<file path="config.mk">
export PLATFORM = sky130hd
export DESIGN_NAME = pipe_hazard_ctrl
export DESIGN_NICKNAME = d
export VERILOG_FILES = /design/src/rtl/hazard_pkg.sv /design/src/rtl/hz_load_use_det.sv /design/src/rtl/pipe_hazard_ctrl.sv
export SDC_FILE = /design/constraint.sdc
export NUM_CORES = 1
export LEC_CHECK = 0
export ABC_CLOCK_PERIOD_IN_PS = 2050
export BUFFER_PORTS_ARGS = -buffer_cell sky130_fd_sc_hd__buf_4
export CAP_MARGIN = 10
export CORE_MARGIN = 2
export CORE_UTILIZATION = 47
export CTS_CLUSTER_SIZE = 28
export DETAILED_ROUTE_END_ITERATION = 12
export PLACE_DENSITY_LB_ADDON = 0.25
export SETUP_SLACK_MARGIN = 0.02
export SLEW_MARGIN = 20
export SYNTH_ARGS = -nofsm -noshare
export SYNTH_HDL_FRONTEND = slang
export SYNTH_HIERARCHICAL = 1
export SYNTH_SLANG_ARGS = --single-unit
</file>
<file path="constraint.sdc">
create_clock -name clk -period 2.05 [get_ports clk]
set_clock_uncertainty 0.1 [all_clocks]
set_input_delay 0.205 -clock clk [delete_from_list [all_inputs] [get_ports clk]]
set_output_delay 0.205 -clock clk [all_outputs]
set_load 0.02 [all_outputs]
</file>
<file path="src/rtl/hazard_pkg.sv">
// Shared types and defaults for the pipeline hazard controller.
package hazard_pkg;

    typedef enum logic [1:0] {
        HZ_RUN     = 2'd0,
        HZ_FLUSH   = 2'd1,
        HZ_MEMWAIT = 2'd2,
        HZ_RSVD    = 2'd3
    } hz_state_t;

    localparam logic [4:0] XZR = 5'd31;

    localparam int FLUSH_LEN_DEF   = 1;
    localparam int MEM_TIMEOUT_DEF = 255;

    localparam int REM_W  = 3;
    localparam int WAIT_W = 10;

endpackage

</file>
<file path="src/rtl/hz_load_use_det.sv">
// Load-use comparator: a load in execute feeding a source read in decode.
module hz_load_use_det
    import hazard_pkg::*;
(
    input  logic [4:0] id_rn,
    input  logic [4:0] id_rm,
    input  logic       id_uses_rn,
    input  logic       id_uses_rm,
    input  logic [4:0] ex_rd,
    input  logic       ex_mem2reg,
    input  logic       ex_regwe,
    output logic       hit
);

    logic rn_match, rm_match;

    assign rn_match = id_uses_rn && (id_rn == ex_rd);
    assign rm_match = id_uses_rm && (id_rm == ex_rd);

    // XZR is hard-wired zero, so a load "into" it never creates a dependency.
    assign hit = ex_mem2reg && ex_regwe && (ex_rd != XZR) && (rn_match || rm_match);

endmodule

</file>
<file path="src/rtl/pipe_hazard_ctrl.sv">
// Pipeline hazard controller: load-use stall, branch flush, memory-wait hold.
// Define HAZARD_PERF_CNT_EN to add stall_cycles / flush_events counters.
module pipe_hazard_ctrl
    import hazard_pkg::*;
#(
    parameter int FLUSH_LEN   = FLUSH_LEN_DEF,
    parameter int MEM_TIMEOUT = MEM_TIMEOUT_DEF
) (
    input  logic        clk,
    input  logic        reset_n,
    input  logic [4:0]  id_rn,
    input  logic [4:0]  id_rm,
    input  logic        id_uses_rn,
    input  logic        id_uses_rm,
    input  logic [4:0]  ex_rd,
    input  logic        ex_mem2reg,
    input  logic        ex_regwe,
    input  logic        ex_pc_src,
    input  logic        mem_busy,
    output logic        pc_we,
    output logic        ifid_we,
    output logic        idex_we,
    output logic        exmem_we,
    output logic        ifid_flush,
    output logic        idex_flush,
    output logic [1:0]  hz_state,
    output logic        mem_timeout
`ifdef HAZARD_PERF_CNT_EN
    ,
    output logic [31:0] stall_cycles,
    output logic [31:0] flush_events
`endif
);

    localparam logic [REM_W-1:0]  FLUSH_REM   = REM_W'(FLUSH_LEN - 1);
    localparam logic [WAIT_W-1:0] TIMEOUT_LIM = WAIT_W'(MEM_TIMEOUT);
    localparam logic [WAIT_W-1:0] WAIT_MAX    = '1;

    hz_state_t         state_q, state_d, resume_q, resume_d, act_state;
    logic [REM_W-1:0]  rem_q, rem_d;
    logic [WAIT_W-1:0] wait_q, wait_d;
    logic              timeout_q, timeout_d;
    logic              lu_hit;
    logic              branch_take;

    hz_load_use_det u_lu_det (
        .id_rn      (id_rn),
        .id_rm      (id_rm),
        .id_uses_rn (id_uses_rn),
        .id_uses_rm (id_uses_rm),
        .ex_rd      (ex_rd),
        .ex_mem2reg (ex_mem2reg),
        .ex_regwe   (ex_regwe),
        .hit        (lu_hit)
    );

    // The cycle busy drops, MEMWAIT behaves exactly like the state it interrupted.
    always_comb begin
        act_state = state_q;
        if (state_q == HZ_MEMWAIT && !mem_busy)
            act_state = resume_q;
    end

    assign branch_take = !mem_busy && (act_state == HZ_RUN) && ex_pc_src;

    always_ff @(posedge clk or negedge reset_n) begin
        if (!reset_n) begin
            state_q   <= HZ_RUN;
            resume_q  <= HZ_RUN;
            rem_q     <= '0;
            wait_q    <= '0;
            timeout_q <= 1'b0;
        end else begin
            state_q   <= state_d;
            resume_q  <= resume_d;
            rem_q     <= rem_d;
            wait_q    <= wait_d;
            timeout_q <= timeout_d;
        end
    end

    always_comb begin
        state_d  = state_q;
        resume_d = resume_q;
        rem_d    = rem_q;
        case (state_q)
            HZ_RUN, HZ_FLUSH, HZ_MEMWAIT: begin
                if (mem_busy) begin
                    state_d = HZ_MEMWAIT;
                    if (state_q != HZ_MEMWAIT)
                        resume_d = state_q;
                end else if (act_state == HZ_FLUSH) begin
                    rem_d   = (rem_q == '0) ? '0 : rem_q - 1'b1;
                    state_d = (rem_q <= REM_W'(1)) ? HZ_RUN : HZ_FLUSH;
                end else begin
                    state_d = HZ_RUN;
                    if (ex_pc_src && FLUSH_LEN > 1) begin
                        state_d = HZ_FLUSH;
                        rem_d   = FLUSH_REM;
                    end
                end
            end
            default: begin
                state_d  = HZ_RUN;
                resume_d = HZ_RUN;
                rem_d    = '0;
            end
        endcase
    end

    // wait_q counts MEMWAIT cycles including the current one.
    always_comb begin
        wait_d = '0;
        if (state_d == HZ_MEMWAIT) begin
            if (state_q != HZ_MEMWAIT)      wait_d = WAIT_W'(1);
            else if (wait_q == WAIT_MAX)    wait_d = wait_q;
            else                            wait_d = wait_q + 1'b1;
        end
        timeout_d = timeout_q || (state_d == HZ_MEMWAIT && wait_d >= TIMEOUT_LIM);
    end

    always_comb begin
        pc_we      = 1'b0;
        ifid_we    = 1'b0;
        idex_we    = 1'b0;
        exmem_we   = 1'b0;
        ifid_flush = 1'b0;
        idex_flush = 1'b0;
        if (!reset_n) begin
            ifid_flush = 1'b1;
            idex_flush = 1'b1;
        end else if (!mem_busy) begin
            case (act_state)
                HZ_RUN: begin
                    if (ex_pc_src) begin
                        {pc_we, ifid_we, idex_we, exmem_we} = 4'b1111;
                        ifid_flush = 1'b1;
                        idex_flush = 1'b1;
                    end else if (lu_hit) begin
                        idex_we    = 1'b1;
                        exmem_we   = 1'b1;
                        idex_flush = 1'b1;
                    end else begin
                        {pc_we, ifid_we, idex_we, exmem_we} = 4'b1111;
                    end
                end
                HZ_FLUSH: begin
                    {pc_we, ifid_we, idex_we, exmem_we} = 4'b1111;
                    ifid_flush = 1'b1;
                end
                default: ;
            endcase
        end
    end

    assign hz_state    = state_q;
    assign mem_timeout = timeout_q;

`ifdef HAZARD_PERF_CNT_EN
    always_ff @(posedge clk or negedge reset_n) begin
        if (!reset_n) begin
            stall_cycles <= '0;
            flush_events <= '0;
        end else begin
            if (!pc_we && stall_cycles != '1)
                stall_cycles <= stall_cycles + 1'b1;
            if (branch_take && flush_events != '1)
                flush_events <= flush_events + 1'b1;
        end
    end
`else
    logic unused_branch_take;
    assign unused_branch_take = branch_take;
`endif

endmodule
</file>
==> results of run 1 <==
-- what timing repair did --
action	CTS	global route
resized for setup	3	4
gates cloned	0	0
pin swaps	0	0
setup endpoints to repair	2	5
hold buffers	1	0
hold endpoints to repair	18	0
buffers inserted	0	6
-- final timing paths --
kind	start	slack, ps	end
max in group asynchronous	reset_n	1470	hz_state[1]
min	mem_busy	70	wait_q[0]
min reg2reg	mem_timeout	410	mem_timeout
max	hz_state[1]	70	ifid_flush
min in group asynchronous	reset_n	210	rem_q[2]
max reg2reg	wait_q[1]	110	mem_timeout
-- placed cells by master, fill, tap and decap left out, types with 3 or more instances in the layout --
| master | instances |
|---|---|
| a211oi_1 | 3 |
| xor2_1 | 9 |
| o211ai_1 | 3 |
| and2_1 | 4 |
| clkbuf_4 | 3 |
| nand3_1 | 8 |
| buf_4 | 39 |
| o21ai_0 | 5 |
| a31oi_1 | 4 |
| a21boi_1 | 4 |
| nor2_1 | 7 |
| nor4_1 | 3 |
| inv_1 | 6 |
| a21oi_1 | 7 |
| nor3_1 | 4 |
| and3_1 | 5 |
| ha_1 | 3 |
| dfrtp_1 | 16 |
| nand2_1 | 10 |
-- per-layer routing --
metal  GRT usage [%]  up-vias
li1                -      572
met1            24.2      556
met2            32.8       54
met3            3.75        6
met4            9.76        0
met5               0        -
-- stage by stage --
step                      hold slack [ps]  setup WS (ps)  instances  utilization (%)  cell area (µm²)
after floorplan                      -191           26.6        139                -             1230
after global placement              -6.48            176        194             59.2             1470
after detailed placement            -4.62           93.9        194             59.2             1470
after CTS                            70.9           27.4        199             61.4             1520
after global routing                 82.7           14.8        205             64.1             1590
final                                71.0           67.2        205             64.1             1590
-- layout make-up --
type                    instances  area (µm²)  area share (%)
repair buffers                 42         334            21.0
inverters                       6        22.5            1.42
clock buffers                   4        36.3            2.28
flip-flops and latches         18         453            28.5
well taps                      30        37.5            2.36
multi-input cells             105         706            44.4
-- sequential cells by signal (all words and copies together) (netlist names) --
register,cells
hz_state,2
wait_q,10
rem_q,3
mem_timeout,1
resume_q,2
-- power by group --
group	switching (µW)	internal [µW]
sequential	3.84	359
clock	118	108
combinational	62.8	70.2
total	184	537
-- logic make-up (layout without fill, tap and decap cells) --
group | Yosys count | count (layout)
XOR/XNOR | 11 | 11
adder cells (fa/ha/maj) | 3 | 3
AO/OA/AOI/OAI | 34 | 34
buffers and inverters | 16 | 52
AND/OR/NAND/NOR | 55 | 55
flip-flops | 18 | 18
multiplexers | 2 | 2
-- critical path, delay by kind of cell, from the launching register on --
| kind | cells | cell delay, ps |
|---|---|---|
| buf+inv | 1 | 160 |
| simple gates | 3 | 580 |
| flops | 1 | 450 |
| compound gates | 1 | 180 |
==> impl_metrics.py, run 1 <==
metrics = {
    "global_route": {
        "grt_first_pass_wirelength_mm": 4.80,
        "grt_pass1_vias": 1077,
        "grt_max_degree": 22,
        "gr-total-overflow": 0,
        "grt_usage_pct": 19.7,
        "antenna_found_initial": 0,
    },
    "finish": {
        "fill_cells": 217,
        "area_growth_pct": 28.9,
        "n_antenna_cell": 0,
        "layout.nets": 202,
        "drive_above_1_share_pct": 31.4,
    },
    "detailed_routing": {
        "wl_met3_um": 171,
        "wl_per_cell_um": 15.0,
        "first_pass_iters": 4,
        "routed_wl_mm": 3.07,
        "met1_length_mm": 1.26,
        "dr_wl_met2_mm": 1.58,
        "avgViaCountPerCell": 5.80,
        "drc_errors": 0,
        "first_iter_violations": 37,
        "vias": 1188,
        "ant_nets": 0,
        "highest_layer": "met4",
    },
    "place": {
        "dp_hpwl_mm": 2.18,
        "finalWeightedCongestion": 0.901,
        "portBuffers": 31,
    },
    "synthesis": {
        "yosys_warnings": 6,
        "synth_xor_area_share_pct": 7.82,
        "synthTopCellsByCount": "dfrtp_1, nand2_1, xor2_1, nand3_1",
        "synth_ff_type": "dfrtp_1",
        "synth_top_family_by_area": "simple AND/OR/NAND/NOR gates",
        "muxShareOfSynthArea_pct": 1.62,
        "synth_cell_types": 42,
        "yosys-top-cells-area": "dfrtp_1, xor2_1, nand3_1, and3_1, buf_4",
        "synth.most_common_cell": "dfrtp_1",
        "ys_seq_elements": 18,
        "netlist_area_um2": 1230,
        "synth_compound_area_share_pct": 19.5,
        "synth-simple-area-share_pct": 24.3,
        "synth_seq_area_share_pct": 36.5,
        "async_flop_share_pct": 100,
        "synth_edf_count": 0,
        "syn_avg_cell_area_um2": 8.87,
        "synth_fa_ha_area_share_pct": 3.05,
        "syn_inst": 139,
        "synth_area_leader_cell": "dfrtp_1",
        "syn_nets": 165,
        "synth_top_area_share_pct": 36.5,
    },
    "sta": {
        "report.final.slew_viol_count": 0,
        "setup_viol": 0,
        "relSlewSlack_pct": 71.7,
        "post-route-period-util_pct": 96.7,
        "fin_setup_tns_ps": 0,
        "rsz0062_at_grt": "no",
        "post-route-min-period_ps": 1980,
        "worst_slew_pin_slew_ps": 423,
        "final-hold-violation-count": 0,
        "max_freq_mhz": 504,
    },
    "setup_path": {
        "end_kind": "output port",
        "path_class": "flop to output port",
        "arrival_ps": 1680,
        "startpoint_type": "flop",
        "critical_path.slowest_cell": "dfrtp_2",
        "crit_fanout": 4,
        "required_ps": 1750,
        "reg2reg_depth": 6,
        "max_stage_delay_ps": 450,
        "path_cells": "and3b_1, or2_2, o21ai_0, nand2_1, buf_4",
    },
    "cts": {
        "cts.path.max_buffers": 2,
        "cts.sinks": 18,
        "insertion_delay_ps": 300,
        "clk_pin_slew_ps": 100,
        "htreeDepth": 1,
        "cts_root_buf": "clkbuf_4",
        "cts_inserted_buffers": 3,
        "cts_tree": "built",
    },
    "pwr": {
        "peakVddDrop_v": 0.000387,
        "finalPower_uw": 722,
        "p_per_area_nw_per_um2": 454,
        "p_leak_uw": 0.000753,
    },
    "run": {
        "max-cap-violations": 0,
    },
    "die": {
        "core_um2": 2480,
        "die-area_um2": 3050,
        "die_w_um": 55.2,
        "row_count": 18,
        "initial_core_util_pct": 49.7,
        "die_y_um": 55.2,
        "ioPinCount": 32,
    },
    "hold_path": {
        "hp-class": "input port to flop",
        "min_path_cells": 2,
    },
    "outcome": {
        "status": "finished clean",
    },
}
No activity file was read; power rests on OpenSTA's default activity.
==> run 2: changes to the inputs <==
--- a/config.mk
+++ b/config.mk
@@ -5,14 +5,15 @@
 export SDC_FILE = /design/constraint.sdc
 export NUM_CORES = 1
 export LEC_CHECK = 0
-export ABC_CLOCK_PERIOD_IN_PS = 2050
+export ABC_CLOCK_PERIOD_IN_PS = 2400
 export BUFFER_PORTS_ARGS = -buffer_cell sky130_fd_sc_hd__buf_4
 export CAP_MARGIN = 10
-export CORE_MARGIN = 2
-export CORE_UTILIZATION = 47
+export CORE_MARGIN = 1
+export CORE_UTILIZATION = 55
 export CTS_CLUSTER_SIZE = 28
 export DETAILED_ROUTE_END_ITERATION = 12
 export PLACE_DENSITY_LB_ADDON = 0.25
+export RECOVER_POWER = 25
 export SETUP_SLACK_MARGIN = 0.02
 export SLEW_MARGIN = 20
 export SYNTH_ARGS = -nofsm -noshare
==> constraint.sdc (replaced) <==
create_clock -name clk -period 2.4 [get_ports clk]
set_clock_uncertainty 0.1 [all_clocks]
set_input_delay 0.24 -clock clk [delete_from_list [all_inputs] [get_ports clk]]
set_output_delay 0.24 -clock clk [all_outputs]
set_load 0.02 [all_outputs]
==> run 2 against run 1 <==
Total power shrank 16%; sequential power shrank 14%; sequential share of layout area grew 1.8 points; register-to-register slack gained 260 ps; setup slack gained 200 ps; largest cell class unchanged; highest routed layer unchanged.
==> impl_metrics.py, run 2 (synthesized netlist as in run 1, its figures left out) <==
metrics = {
    "hold_path": {
        "min_path_cells": 2,
        "hp-class": "input port to flop",
        "hold_start": "mem_busy",
        "hold_path_end": "wait_q[0]",
    },
    "place": {
        "dp_cells": 188,
        "dp_hpwl_mm": 2.25,
        "portBuffers": 31,
        "finalWeightedCongestion": 0.906,
        "post-place-ws_ps": 410,
    },
    "outcome": {
        "status": "finished clean",
    },
    "setup_path": {
        "arrival_ps": 1790,
        "end_kind": "output port",
        "rr_startpoint": "wait_q[0]",
        "r2r_setup_slack_ps": 370,
        "startpoint_type": "input port",
        "required_ps": 2060,
        "reg2reg_depth": 6,
        "path_class": "input port to output port",
        "r2r-end": "mem_timeout",
        "crit_fanout": 21,
    },
    "finish": {
        "final_util_pct": 72.8,
        "final_cells": 193,
        "n_antenna_cell": 0,
        "reg_top3": "wait_q: 10 flops, rem_q: 3 flops",
        "area_growth_pct": 20.6,
        "fill_cells": 176,
        "drive_above_1_share_pct": 24.7,
        "final_cell_mix": "buf_4, dfrtp_1, nand2_1",
        "layout.nets": 193,
        "top_register": "wait_q",
        "largest_reg_flops": 10,
        "layout_commonest_cell": "buf_4",
    },
    "global_route": {
        "grt_pass1_vias": 1087,
        "gr-total-overflow": 0,
        "grt_first_pass_wirelength_mm": 5.17,
        "grt_usage_pct": 27.8,
        "grt_max_degree": 22,
        "antenna_found_initial": 0,
    },
    "die": {
        "initial_core_util_pct": 60.4,
        "row_count": 16,
        "die_y_um": 49.3,
        "die_w_um": 49.3,
        "die-area_um2": 2430,
        "core_um2": 2040,
        "ioPinCount": 32,
    },
    "cts": {
        "cts_root_buf": "clkbuf_4",
        "cts_tree": "built",
        "cts.path.max_buffers": 2,
        "clk_pin_slew_ps": 110,
        "htreeDepth": 1,
        "cts_resized": 0,
        "cts_inserted_buffers": 3,
        "insertion_delay_ps": 300,
        "cts.sinks": 18,
    },
    "detailed_routing": {
        "vias": 1176,
        "wl_per_cell_um": 15.5,
        "first_pass_iters": 4,
        "routed_wl_mm": 2.99,
        "ant_nets": 0,
        "first_iter_violations": 54,
        "avgViaCountPerCell": 6.09,
        "drc_errors": 0,
    },
    "sta": {
        "hold-worst-slack_ps": 124,
        "report.final.slew_viol_count": 0,
        "setup_viol": 0,
        "rsz0062_at_grt": "no",
        "post-route-min-period_ps": 2130,
        "fin_ws_ps": 269,
        "final-hold-violation-count": 0,
        "post-route-period-util_pct": 88.8,
        "relSlewSlack_pct": 68.0,
        "worst_slew_pin_slew_ps": 478,
        "max_freq_mhz": 469,
        "fin_setup_tns_ps": 0,
    },
    "pwr": {
        "p_per_area_nw_per_um2": 406,
        "p_leak_uw": 0.000702,
        "peakVddDrop_v": 0.000329,
    },
    "run": {
        "max-cap-violations": 0,
    },
}
-- run 2: cell count changes in the layout (fill, tap and decap cells not counted), sizes merged --
cell	previous run	this run
buf	41	32
-- run 2: worst max-delay path, stage by stage --
cell and delay, ps:
dlygate4sd3_1 540, buf_4 280, and3_1 240, a21boi_0 290
buf_4 200
-- run 2: power by group --
group	switching [µW]	leakage, µW	total, µW	internal (µW)
logic	48.6	0.000434	99.5	50.9
clock network	100	0.0000210	193	92.5
registers	5.91	0.000247	312	306
-- run 2: worst max-delay path by stage --
stage                 from          end  slack, ps
6_report           reset_n      ifid_we        270
5_1_grt        hz_state[0]      ifid_we        110
4_1_cts            reset_n      ifid_we        280
3_5_place_dp     wait_q[0]  mem_timeout        410
3_3_place_gp     wait_q[0]  mem_timeout        480
2_1_floorplan  hz_state[1]        pc_we        150
-- run 2: repair_timing --
item,in CTS,in global routing
hold buffers,1,0
buffers inserted,0,0
hold endpoints to repair,18,0
-- run 2: stage by stage --
stage / total power, µW / cell area, µm²
finish: 604 / 1490
global route: 631 / 1490
CTS: 602 / 1490
detailed placement: 415 / 1440
global placement: 412 / 1440
floorplan: 361 / 1230
-- run 2: layout make-up --
| cell class | count | area, µm² | share of cell area, % |
|---|---|---|---|
| clock buffer | 4 | 36.3 | 2.44 |
| inverter | 6 | 22.5 | 1.52 |
| multi-input combinational | 105 | 693 | 46.6 |
| sequential | 18 | 450 | 30.3 |
| tap | 27 | 33.8 | 2.27 |
| timing repair buffer | 33 | 250 | 16.8 |
-- run 2: routing by layer --
| metal | GRT usage, % | vias to the layer above | part of all wire [%] |
|---|---|---|---|
| met5 | 0 | - | 0 |
| met4 | 5.88 | 0 | 0.94 |
| met3 | 3.74 | 4 | 6.2 |
| met2 | 47.7 | 55 | 51 |
| met1 | 37.0 | 562 | 42 |
| li1 | - | 555 | - |
